`config.mk`:
```
export PLATFORM = sky130hd
export DESIGN_NAME = cpu_phase_sequencer_flat
export DESIGN_NICKNAME = d
export VERILOG_FILES = /design/src/rtl/cpu_pkg.sv /design/src/rtl/cpu_phase_sequencer_if.sv /design/src/rtl/cpu_phase_sequencer_seq_pc_reg.sv /design/src/rtl/cpu_phase_sequencer.sv /design/src/flat_wrapper.sv
export SDC_FILE = /design/constraint.sdc
export NUM_CORES = 1
export LEC_CHECK = 0
export ABC_AREA = 1
export CAP_MARGIN = 20
export CORE_AREA = 2 2 106 67
export DETAILED_ROUTE_END_ITERATION = 8
export DIE_AREA = 0 0 108 69
export PLACE_DENSITY_LB_ADDON = 0.15
export SLEW_MARGIN = 20
export SYNTH_ARGS = -nofsm -noshare
export SYNTH_HDL_FRONTEND = slang
export SYNTH_SLANG_ARGS = --single-unit
```
`constraint.sdc`:
```
create_clock -name clk -period 1.44 [get_ports clk]
set_clock_uncertainty 0.15 [all_clocks]
set_input_delay 0.216 -clock clk [delete_from_list [all_inputs] [get_ports clk]]
set_output_delay 0.216 -clock clk [all_outputs]
set_load 0.005 [all_outputs]
```
`src/rtl/cpu_pkg.sv`:
```
// Shared RISC-V opcode constants, sequencer state type and opcode classifiers.
// Used by cpu_phase_sequencer and control_unit.
package cpu_pkg;

    localparam logic [6:0] OP_R    = 7'b0110011;
    localparam logic [6:0] OP_I    = 7'b0010011;
    localparam logic [6:0] OP_S    = 7'b0100011;
    localparam logic [6:0] OP_L    = 7'b0000011;
    localparam logic [6:0] OP_B    = 7'b1100011;
    localparam logic [6:0] OP_JAL  = 7'b1101111;
    localparam logic [6:0] OP_JALR = 7'b1100111;

    typedef enum logic [2:0] {
        ST_IDLE   = 3'd0,
        ST_FETCH  = 3'd1,
        ST_DECODE = 3'd2,
        ST_EXEC   = 3'd3,
        ST_MEM    = 3'd4,
        ST_WB     = 3'd5,
        ST_HALT   = 3'd6
    } seq_state_t;

    function automatic logic is_legal_op(input logic [6:0] op);
        case (op)
            OP_R, OP_I, OP_S, OP_L, OP_B, OP_JAL, OP_JALR: return 1'b1;
            default:                                       return 1'b0;
        endcase
    endfunction

    function automatic logic writes_rd(input logic [6:0] op);
        case (op)
            OP_R, OP_I, OP_L, OP_JAL, OP_JALR: return 1'b1;
            default:                           return 1'b0;
        endcase
    endfunction

    function automatic logic is_mem_op(input logic [6:0] op);
        return (op == OP_L) || (op == OP_S);
    endfunction

endpackage

```
`src/rtl/cpu_phase_sequencer_if.sv`:
```
// Sequencer <-> datapath bundle. master = sequencer, slave = datapath/RAM side.
// mem_tmo exists only when SEQ_MEM_TIMEOUT_EN is defined.
interface cpu_phase_sequencer_if #(
    parameter int PC_W  = 11,
    parameter int CNT_W = 32
);
    logic             run;
    logic             step;
    logic [6:0]       opcode;
    logic [PC_W-1:0]  pc_next;
    logic             mem_ack;
    logic [PC_W-1:0]  pc;
    logic             rom_en;
    logic             ram_req;
    logic             rf_we;
    logic             pc_we;
    logic             busy;
    logic             halted;
    logic             bad_op;
    logic [CNT_W-1:0] instret;
`ifdef SEQ_MEM_TIMEOUT_EN
    logic             mem_tmo;
`endif

    modport master (
        input  run, step, opcode, pc_next, mem_ack,
        output pc, rom_en, ram_req, rf_we, pc_we, busy, halted, bad_op, instret
`ifdef SEQ_MEM_TIMEOUT_EN
        , output mem_tmo
`endif
    );

    modport slave (
        output run, step, opcode, pc_next, mem_ack,
        input  pc, rom_en, ram_req, rf_we, pc_we, busy, halted, bad_op, instret
`ifdef SEQ_MEM_TIMEOUT_EN
        , input mem_tmo
`endif
    );

endinterface

```
`src/rtl/cpu_phase_sequencer_seq_pc_reg.sv`:
```
// Program counter and retired-instruction counter; both advance on the WB load strobe.
module seq_pc_reg #(
    parameter int PC_W     = 11,
    parameter int RESET_PC = 0,
    parameter int CNT_W    = 32
) (
    input  logic             clk,
    input  logic             rst_n,
    input  logic             ld,
    input  logic [PC_W-1:0]  pc_next,
    output logic [PC_W-1:0]  pc,
    output logic [CNT_W-1:0] instret
);

    always_ff @(posedge clk or negedge rst_n) begin
        if (!rst_n) begin
            pc      <= PC_W'(RESET_PC);
            instret <= '0;
        end else if (ld) begin
            pc      <= pc_next;
            instret <= instret + CNT_W'(1);
        end
    end

endmodule

```
`src/rtl/cpu_phase_sequencer.sv`:
```
// Multi-cycle phase sequencer: one clock plus per-phase strobes for ROM, RAM, regfile and PC.
// Optional RAM wait timeout enabled by defining SEQ_MEM_TIMEOUT_EN.
module cpu_phase_sequencer
    import cpu_pkg::*;
#(
    parameter int PC_W     = 11,
    parameter int RESET_PC = 0,
    parameter int CNT_W    = 32
`ifdef SEQ_MEM_TIMEOUT_EN
    , parameter int MEM_TMO = 15
`endif
) (
    input  logic                  clk,
    input  logic                  rst_n,
    cpu_phase_sequencer_if.master bus
);

    seq_state_t state, state_nx;
    logic       step_mode;
    logic [6:0] op_q;
    logic       bad_op_q;
    logic       op_legal;

    logic rom_en_c, ram_req_c, rf_we_c, pc_we_c, busy_c, halted_c;

    assign op_legal = is_legal_op(bus.opcode);

`ifdef SEQ_MEM_TIMEOUT_EN
    localparam int TMO_W = ($clog2(MEM_TMO + 1) > 4) ? $clog2(MEM_TMO + 1) : 4;
    logic [TMO_W-1:0] wait_cnt;
    logic             tmo_q;
    logic             tmo_hit;

    // wait_cnt holds the number of un-acked MEM cycles already spent
    assign tmo_hit = (state == ST_MEM) && !bus.mem_ack &&
                     (wait_cnt == TMO_W'(MEM_TMO - 1));

    always_ff @(posedge clk or negedge rst_n) begin
        if (!rst_n) begin
            wait_cnt <= '0;
            tmo_q    <= 1'b0;
        end else begin
            if (state == ST_MEM && !bus.mem_ack) wait_cnt <= wait_cnt + TMO_W'(1);
            else                                 wait_cnt <= '0;
            if (tmo_hit) tmo_q <= 1'b1;
        end
    end

    assign bus.mem_tmo = tmo_q;
`endif

    always_ff @(posedge clk or negedge rst_n) begin
        if (!rst_n) state <= ST_IDLE;
        else        state <= state_nx;
    end

    always_ff @(posedge clk or negedge rst_n) begin
        if (!rst_n) begin
            step_mode <= 1'b0;
            op_q      <= OP_R;
            bad_op_q  <= 1'b0;
        end else begin
            if (state == ST_IDLE && (bus.run || bus.step)) step_mode <= ~bus.run;
            if (state == ST_DECODE) begin
                if (op_legal) op_q     <= bus.opcode;
                else          bad_op_q <= 1'b1;
            end
        end
    end

    always_comb begin
        state_nx = state;
        case (state)
            ST_IDLE:   if (bus.run || bus.step) state_nx = ST_FETCH;
            ST_FETCH:  state_nx = ST_DECODE;
            ST_DECODE: state_nx = op_legal ? ST_EXEC : ST_HALT;
            ST_EXEC:   state_nx = is_mem_op(op_q) ? ST_MEM : ST_WB;
            ST_MEM: begin
                if (bus.mem_ack) state_nx = ST_WB;
`ifdef SEQ_MEM_TIMEOUT_EN
                else if (tmo_hit) state_nx = ST_HALT;
`endif
            end
            // step_mode forces a return to IDLE even if run was raised mid-instruction
            ST_WB:     state_nx = (step_mode || !bus.run) ? ST_IDLE : ST_FETCH;
            ST_HALT:   state_nx = ST_HALT;
            default:   state_nx = ST_IDLE;
        endcase
    end

    always_comb begin
        rom_en_c  = (state == ST_FETCH);
        ram_req_c = (state == ST_MEM);
        rf_we_c   = (state == ST_WB) && writes_rd(op_q);
        pc_we_c   = (state == ST_WB);
        busy_c    = (state != ST_IDLE) && (state != ST_HALT);
        halted_c  = (state == ST_HALT);
    end

    assign bus.rom_en  = rom_en_c;
    assign bus.ram_req = ram_req_c;
    assign bus.rf_we   = rf_we_c;
    assign bus.pc_we   = pc_we_c;
    assign bus.busy    = busy_c;
    assign bus.halted  = halted_c;
    assign bus.bad_op  = bad_op_q;

    seq_pc_reg #(
        .PC_W     (PC_W),
        .RESET_PC (RESET_PC),
        .CNT_W    (CNT_W)
    ) u_pc_reg (
        .clk     (clk),
        .rst_n   (rst_n),
        .ld      (pc_we_c),
        .pc_next (bus.pc_next),
        .pc      (bus.pc),
        .instret (bus.instret)
    );

endmodule

```
`src/flat_wrapper.sv`:
```
// flat-port wrapper written by rule: the top's interface ports become plain ports
module cpu_phase_sequencer_flat import cpu_pkg::*;
#(
    parameter int PC_W     = 11,
    parameter int RESET_PC = 0,
    parameter int CNT_W    = 32

)
  (clk, rst_n, bus_run, bus_step, bus_opcode, bus_pc_next, bus_mem_ack, bus_pc, bus_rom_en, bus_ram_req, bus_rf_we, bus_pc_we, bus_busy, bus_halted, bus_bad_op, bus_instret);
  cpu_phase_sequencer_if #(.PC_W(PC_W), .CNT_W(CNT_W)) bus_i ();
  input  logic clk;
  input  logic rst_n;
  input wire logic [$bits(bus_i.run)-1:0] bus_run;
  input wire logic [$bits(bus_i.step)-1:0] bus_step;
  input wire logic [$bits(bus_i.opcode)-1:0] bus_opcode;
  input wire logic [$bits(bus_i.pc_next)-1:0] bus_pc_next;
  input wire logic [$bits(bus_i.mem_ack)-1:0] bus_mem_ack;
  output wire logic [$bits(bus_i.pc)-1:0] bus_pc;
  output wire logic [$bits(bus_i.rom_en)-1:0] bus_rom_en;
  output wire logic [$bits(bus_i.ram_req)-1:0] bus_ram_req;
  output wire logic [$bits(bus_i.rf_we)-1:0] bus_rf_we;
  output wire logic [$bits(bus_i.pc_we)-1:0] bus_pc_we;
  output wire logic [$bits(bus_i.busy)-1:0] bus_busy;
  output wire logic [$bits(bus_i.halted)-1:0] bus_halted;
  output wire logic [$bits(bus_i.bad_op)-1:0] bus_bad_op;
  output wire logic [$bits(bus_i.instret)-1:0] bus_instret;
  assign bus_i.run = bus_run;
  assign bus_i.step = bus_step;
  assign bus_i.opcode = bus_opcode;
  assign bus_i.pc_next = bus_pc_next;
  assign bus_i.mem_ack = bus_mem_ack;
  assign bus_pc = bus_i.pc;
  assign bus_rom_en = bus_i.rom_en;
  assign bus_ram_req = bus_i.ram_req;
  assign bus_rf_we = bus_i.rf_we;
  assign bus_pc_we = bus_i.pc_we;
  assign bus_busy = bus_i.busy;
  assign bus_halted = bus_i.halted;
  assign bus_bad_op = bus_i.bad_op;
  assign bus_instret = bus_i.instret;
  cpu_phase_sequencer #(.PC_W(PC_W), .RESET_PC(RESET_PC), .CNT_W(CNT_W)) u_core (.clk(clk), .rst_n(rst_n), .bus(bus_i));
endmodule
```
==> Yosys cells after proc, flatten, opt, wreduce, memory -nomap -nowiden <==
Cells that the tools add are included.
{ "word_totals": {"out_inout_bits": 50, "wordCells": 53, "input_bits": 23, "regBits": 55} }
{ "op_classes": {"addsub": 1, "bitwise": 2, "n_reduce_logical": 14, "n_eq_ne": 22, "n_mux": 8} }
{ "ops": {"columns": ["op", "count"], "rows": [
  ["$eq A7 B7 Y1 const B", 5],
  ["$add A32 B1 Y32 const B", 1],
  ["$eq A7 B6 Y1 const B", 4],
  ["$pmux W3 S7", 1],
  ["$eq A7 B2 Y1 const B", 2],
  ["$eq A7 B5 Y1 const B", 2],
  ["$eq A3 B3 Y1 const B", 3],
  ["$mux W3", 3],
  ["$reduce_or A7 Y1", 1],
  ["$eq A3 B2 Y1 const B", 2],
  ["$reduce_and A2 Y1", 3],
  ["$reduce_or A5 Y1", 1],
  ["$mux W1", 4],
  ["$ne A2 B2 Y1 const B", 2],
  ["$eq A3 B1 Y1 const B", 1],
  ["$logic_and A1 B1 Y1", 3],
  ["$logic_not A3 Y1", 1],
  ["$logic_or A1 B1 Y1", 3],
  ["$ne A3 B3 Y1 const B", 1],
  ["$reduce_bool A3 Y1", 1],
  ["$not A1 Y1", 2],
  ["$logic_not A1 Y1", 1]
]} }

==> Depth between registers and ports, before layout <==
{ "depth": {"ltp_word": 5, "mapped_depth": 9} }

==> Hierarchy <==
Synthesis repeated with hierarchy kept, for this count alone.
{ "hier_totals": {"hier_cells": 350, "hier_area_um2": 2785.2} }
{ "modules_own_cells": {"columns": ["mod", "area_per_inst_um2", "seq_area_each_um2", "cells_per_inst", "instances"], "rows": [
  ["seq_pc_reg", 2143.3, 1076.0, 264, 1],
  ["cpu_phase_sequencer", 641.9, 305.3, 86, 1]
]} }

==> Worst setup path after synthesis <==
Ideal clock, no wire load.
{ "synth_timing": {"kind": "flip-flop to flip-flop", "start": "register u_core.u_pc_reg.instret[0]", "end": "register u_core.u_pc_reg.instret[26]", "setup_slack_ps": -128, "setup_ps": 65, "path_stages_with_launch": 10, "n_path_buf": 0, "arrival_time_ps": 1353, "path_cell_list": "dfrtp_1 -> ha_1 -> nand3_1 -> inv_1 -> nand2_1 -> nor2_2 -> nand2_1 -> nor2_1 -> nand3_1 -> nand2_1"} }
{ "synth_via": {"elab_chain_len": 1} }
{ "synth_lines": {"columns": ["element", "line_no", "text"], "rows": [
  ["from (decl)", "cpu_phase_sequencer_seq_pc_reg.sv:12", "output logic [CNT_W-1:0] instret"],
  ["from (signal assigned)", "cpu_phase_sequencer_seq_pc_reg.sv:21", "instret <= instret + CNT_W'(1);"],
  ["$add A32 B1 Y32", "cpu_phase_sequencer_seq_pc_reg.sv:21", null]
]} }
Every way passes these cells.
A chain may end at the register's enable or synchronous reset.

==> Final worst setup path <==
{ "layout_timing": {"start": "register u_core.state[2]", "end": "output bus_rf_we"} }
{ "layout_via": {"elab_chain_len": 2} }
{ "layout_lines": {"columns": ["element", "line_no", "text"], "rows": [
  ["from (decl)", "cpu_phase_sequencer.sv:18", "seq_state_t state, state_nx;"],
  ["from (signal assigned)", "cpu_phase_sequencer.sv:54", "else state <= state_nx;"],
  ["$eq A3 B3 Y1", "cpu_phase_sequencer.sv:94", "rf_we_c = (state == ST_WB) && writes_rd(op_q);"],
  ["$logic_and A1 B1 Y1", "cpu_phase_sequencer.sv:94", null],
  ["to (decl)", "flat_wrapper.sv:21", "output wire logic [$bits(bus_i.rf_we)-1:0] bus_rf_we;"]
]} }
Every way passes these cells.

==> metrics list <==
- The run finished, with violations left.
* Failing checks: setup timing
- Gate Count Post-Synth: about 330
- In the final routed layout, each cell accounts on average for 14.4 um.
* Clock H-tree levels: 2
- Total power after layout: 0.00605 W
- The slowest stage of the critical path belongs to the cell sky130_fd_sc_hd__dfrtp_1.
* Clock tree root buffer cell: sky130_fd_sc_hd__clkbuf_8
- Residual DRC count: 0
* Smallest setup slack after layout: -0.280 ns
- Mean area per synthesized cell: 8.32 um2
- Number of buffers inserted by port buffering: 72
- Worst-case reg-to-reg path depth: 13
- Shortest period the worst path allows: ~1.7 ns
- For the pin with the worst max-slew slack, the measured transition is 0.324 ns.
* Share of post-route cells with drive strength above 1: 0.451
- Overall die width: about 110 um
* Hold/Removal Path Class: primary input to asynchronous set/reset pin
- Standby leakage power: 2.71 nW
- Synth unique cells: 32
- Gr usage total: 0.243
* Peak VDD IR: 1020 uV
- Area share of the leading cell type in the synthesized netlist: 0.459
- Routability-driven placement finished with a final weighted congestion of ~0.83.
- Number of nets in the synthesized netlist: around 360
- Slew Limit Headroom: 0.783
- The first global-routing pass estimated roughly 14,000 um of wire.
- The number of clock buffers added by TritonCTS is 5.
- Synth area leader: sky130_fd_sc_hd__dfrtp_1
* Leftover overflow at the end of global routing: 0
- In this run the core area contains 23 standard-cell rows.
- Reported max-cap violation count: 0
* Detailed placer's ending HPWL: 5650 um
- After detailed routing, the number of vias per cell comes to roughly 4.7.
* Sink Count: 55
- Die area: roughly 0.0075 mm2
* CTS tree: built
* Initial antenna violation count: 0
- Traced cell by cell, the critical path runs through buf_6 -> nand3_4 -> clkinv_4 -> nand2_2 -> a211oi_2 -> buf_2.
- Setup violations remaining at the end of the flow were counted as 40.
- Critical path data required time: roughly 1.1 ns
* Seq/Total Area, Yosys: 0.497
* Startpoint of the worst-slack reg-to-reg timing path: u_core.state[2]
- Die H: 69 um
- At the end of the flow, the number of nets in the layout was around 560.
- Maximum fanout count along the critical path: 2
- CP peak stage delay: approximately 0.40 ns
* Category of the worst setup path capture point: output pin
* Largest cells by area after synthesis: sky130_fd_sc_hd__dfrtp_1, sky130_fd_sc_hd__nand2_1, sky130_fd_sc_hd__inv_1, sky130_fd_sc_hd__xnor2_1, sky130_fd_sc_hd__nor2_1
- Setup Crit Path Kind: register to output pin
- After clock tree synthesis, the clock-pin slew on the worst setup and hold paths is about 0.1 ns.
* Starting utilization of the core area: 0.429
* Setup repair after global routing missed its margin: yes
* Maximum achievable frequency: 0.582 GHz
* Worst R2R Setup Slack: -0.27 ns
- The clock passes through at most 2 buffers.
- Latest clock arrival within the worst-skew pair: approximately 0.31 ns
* Final-report hold violation count: 0
* Share of the cycle needed by the critical path after routing: 1.19
- The mapped netlist covers between 0.002 and 0.003 mm2.
* Vias after detailed routing: about 2.9k
- The count of nets left with antenna violations once routing finished came out at 0.
- Before CTS, the worst setup slack after placement is -0.366 ns.
- Before antenna repair, the detailed router went through 5 iterations.
- The worst setup path is launched from a register.
- Number of warnings issued by yosys: 0
- Entering global routing, the biggest net connects 33 pins.
- WL final: between 8000 and 9000 um
- I/O pin count: 73
* Power per unit of standard cell area: 1220 mW/mm2
* Antenna diode count: 0
- Counting flops and latches in the post-synthesis netlist gives 55.
* Via count of the first global-routing pass: around 3k
- The count of pins over their slew limit is 0.
- For this block, the initial DRC count from the detailed router was 177.
* Final design utilization: 0.769
- Synthesis-to-finish area growth: 79.2%
* Core ar.: about 0.0065 mm2
- Data arrival time of the worst path: approximately 1.4 ns
* Reg2Reg Capture Point: u_core.step_mode
==> through the flow <==
step                      hold slack (ns)  cell area (um2)  setup TNS [ns]  instances
after floorplan                    -0.230             2820          -0.366        334
after global placement            -0.0338             4110           -5.71        553
after detailed placement          -0.0346             4110           -6.38        553
after CTS                           0.156             4820           -5.91        618
after global routing                0.183             4980           -7.86        623
final                               0.161             4980           -4.96        623
==> placed cells by master, fill, tap and decap left out, types with 14 or more instances in the layout <==
cell type,n
sky130_fd_sc_hd__inv_1,31
sky130_fd_sc_hd__dfrtp_1,48
sky130_fd_sc_hd__buf_4,95
sky130_fd_sc_hd__nor2_1,18
sky130_fd_sc_hd__nand2_2,15
sky130_fd_sc_hd__clkdlybuf4s50_1,21
sky130_fd_sc_hd__nand3_1,14
sky130_fd_sc_hd__nor2_4,15
sky130_fd_sc_hd__dlygate4sd2_1,26
sky130_fd_sc_hd__nand2_1,95
sky130_fd_sc_hd__buf_6,33
==> kinds of logic (layout without fill, tap and decap cells) <==
family,Yosys count,after routing,share of synthesized area
AO/OA/AOI/OAI,12,12,0.0234
AND/OR/NAND/NOR,201,201,0.344
adder cells (fa/ha/maj),1,1,0.00450
buffers and inverters,43,245,0.0617
XOR/XNOR,22,22,0.0693
flip-flops,55,55,0.497
==> Yosys cell counts, drive strengths merged <==
master and instances:
o21ai 7, nand3b 2, dfrtp 51, clkbuf 1, nand3 21, or2 3, nand2 118, nor2 41
a21oi 2, nand4 8, xnor2 13, inv 40, ha 1, nor3 8, buf 2, o22ai 1
a211oi 1, xor2 9, dfstp 4, a31oi 1
==> cell type report <==
type                    instances  area [um2]
well taps                      87         109
multi-input cells             236        1540
repair buffers                197        1680
clock buffers                   8         100
fillers                       440        1490
flip-flops and latches         55        1390
inverters                      40         165
==> per-layer routing <==
| metal | vias up | wire length [um] | GRT usage |
|---|---|---|---|
| met5 | - | 0 | 0 |
| met3 | 6 | 604 | 0.0539 |
| met4 | 0 | 52 | 0.0598 |
| met2 | 83 | 4280 | 0.371 |
| met1 | 1409 | 4030 | 0.351 |
| li1 | 1443 | - | - |
==> critical path, delay by kind of cell (launching register included) <==
family,cells,cell delay (ns)
AO/OA/AOI/OAI,1,0.18
buffers and inverters,3,0.33
flip-flops,1,0.40
AND/OR/NAND/NOR,2,0.13
==> how the worst max path moves through the flow <==
stage	startpoint	to	slack (ns)	cells after the start
floorplan	u_core.u_pc_reg.instret[0]	u_core.u_pc_reg.instret[18]	-0.06	8
finish	u_core.state[2]	bus_rf_we	-0.28	6
global placement	u_core.op_q[5]	bus_rf_we	-0.37	5
detailed placement	u_core.op_q[2]	bus_rf_we	-0.37	4
global route	u_core.state[1]	bus_busy	-0.35	7
CTS	u_core.state[0]	bus_rf_we	-0.29	6
==> power breakdown <==
part           internal (W)  total, W  switching (W)
clock network      0.000441  0.000956       0.000515
logic               0.00158   0.00289        0.00131
registers           0.00195   0.00221       0.000262
total               0.00397   0.00605        0.00209
==> state kept, by name (all words and copies together) (netlist names) <==
register,flops
u_core.u_pc_reg.instret,32
u_core.u_pc_reg.pc,11
u_core.op_q,7
u_core.state,3
u_core.bus.bad_op,1
u_core.step_mode,1
==> repair_timing <==
action,4_1_cts,5_1_grt
hold buffers,1,0
hold endpoints to repair,51,0
resized for setup,162,65
pin swaps,18,21
setup buffers,56,16
setup endpoints to repair,84,72
Note: power is estimated with default switching activity, not from simulation.
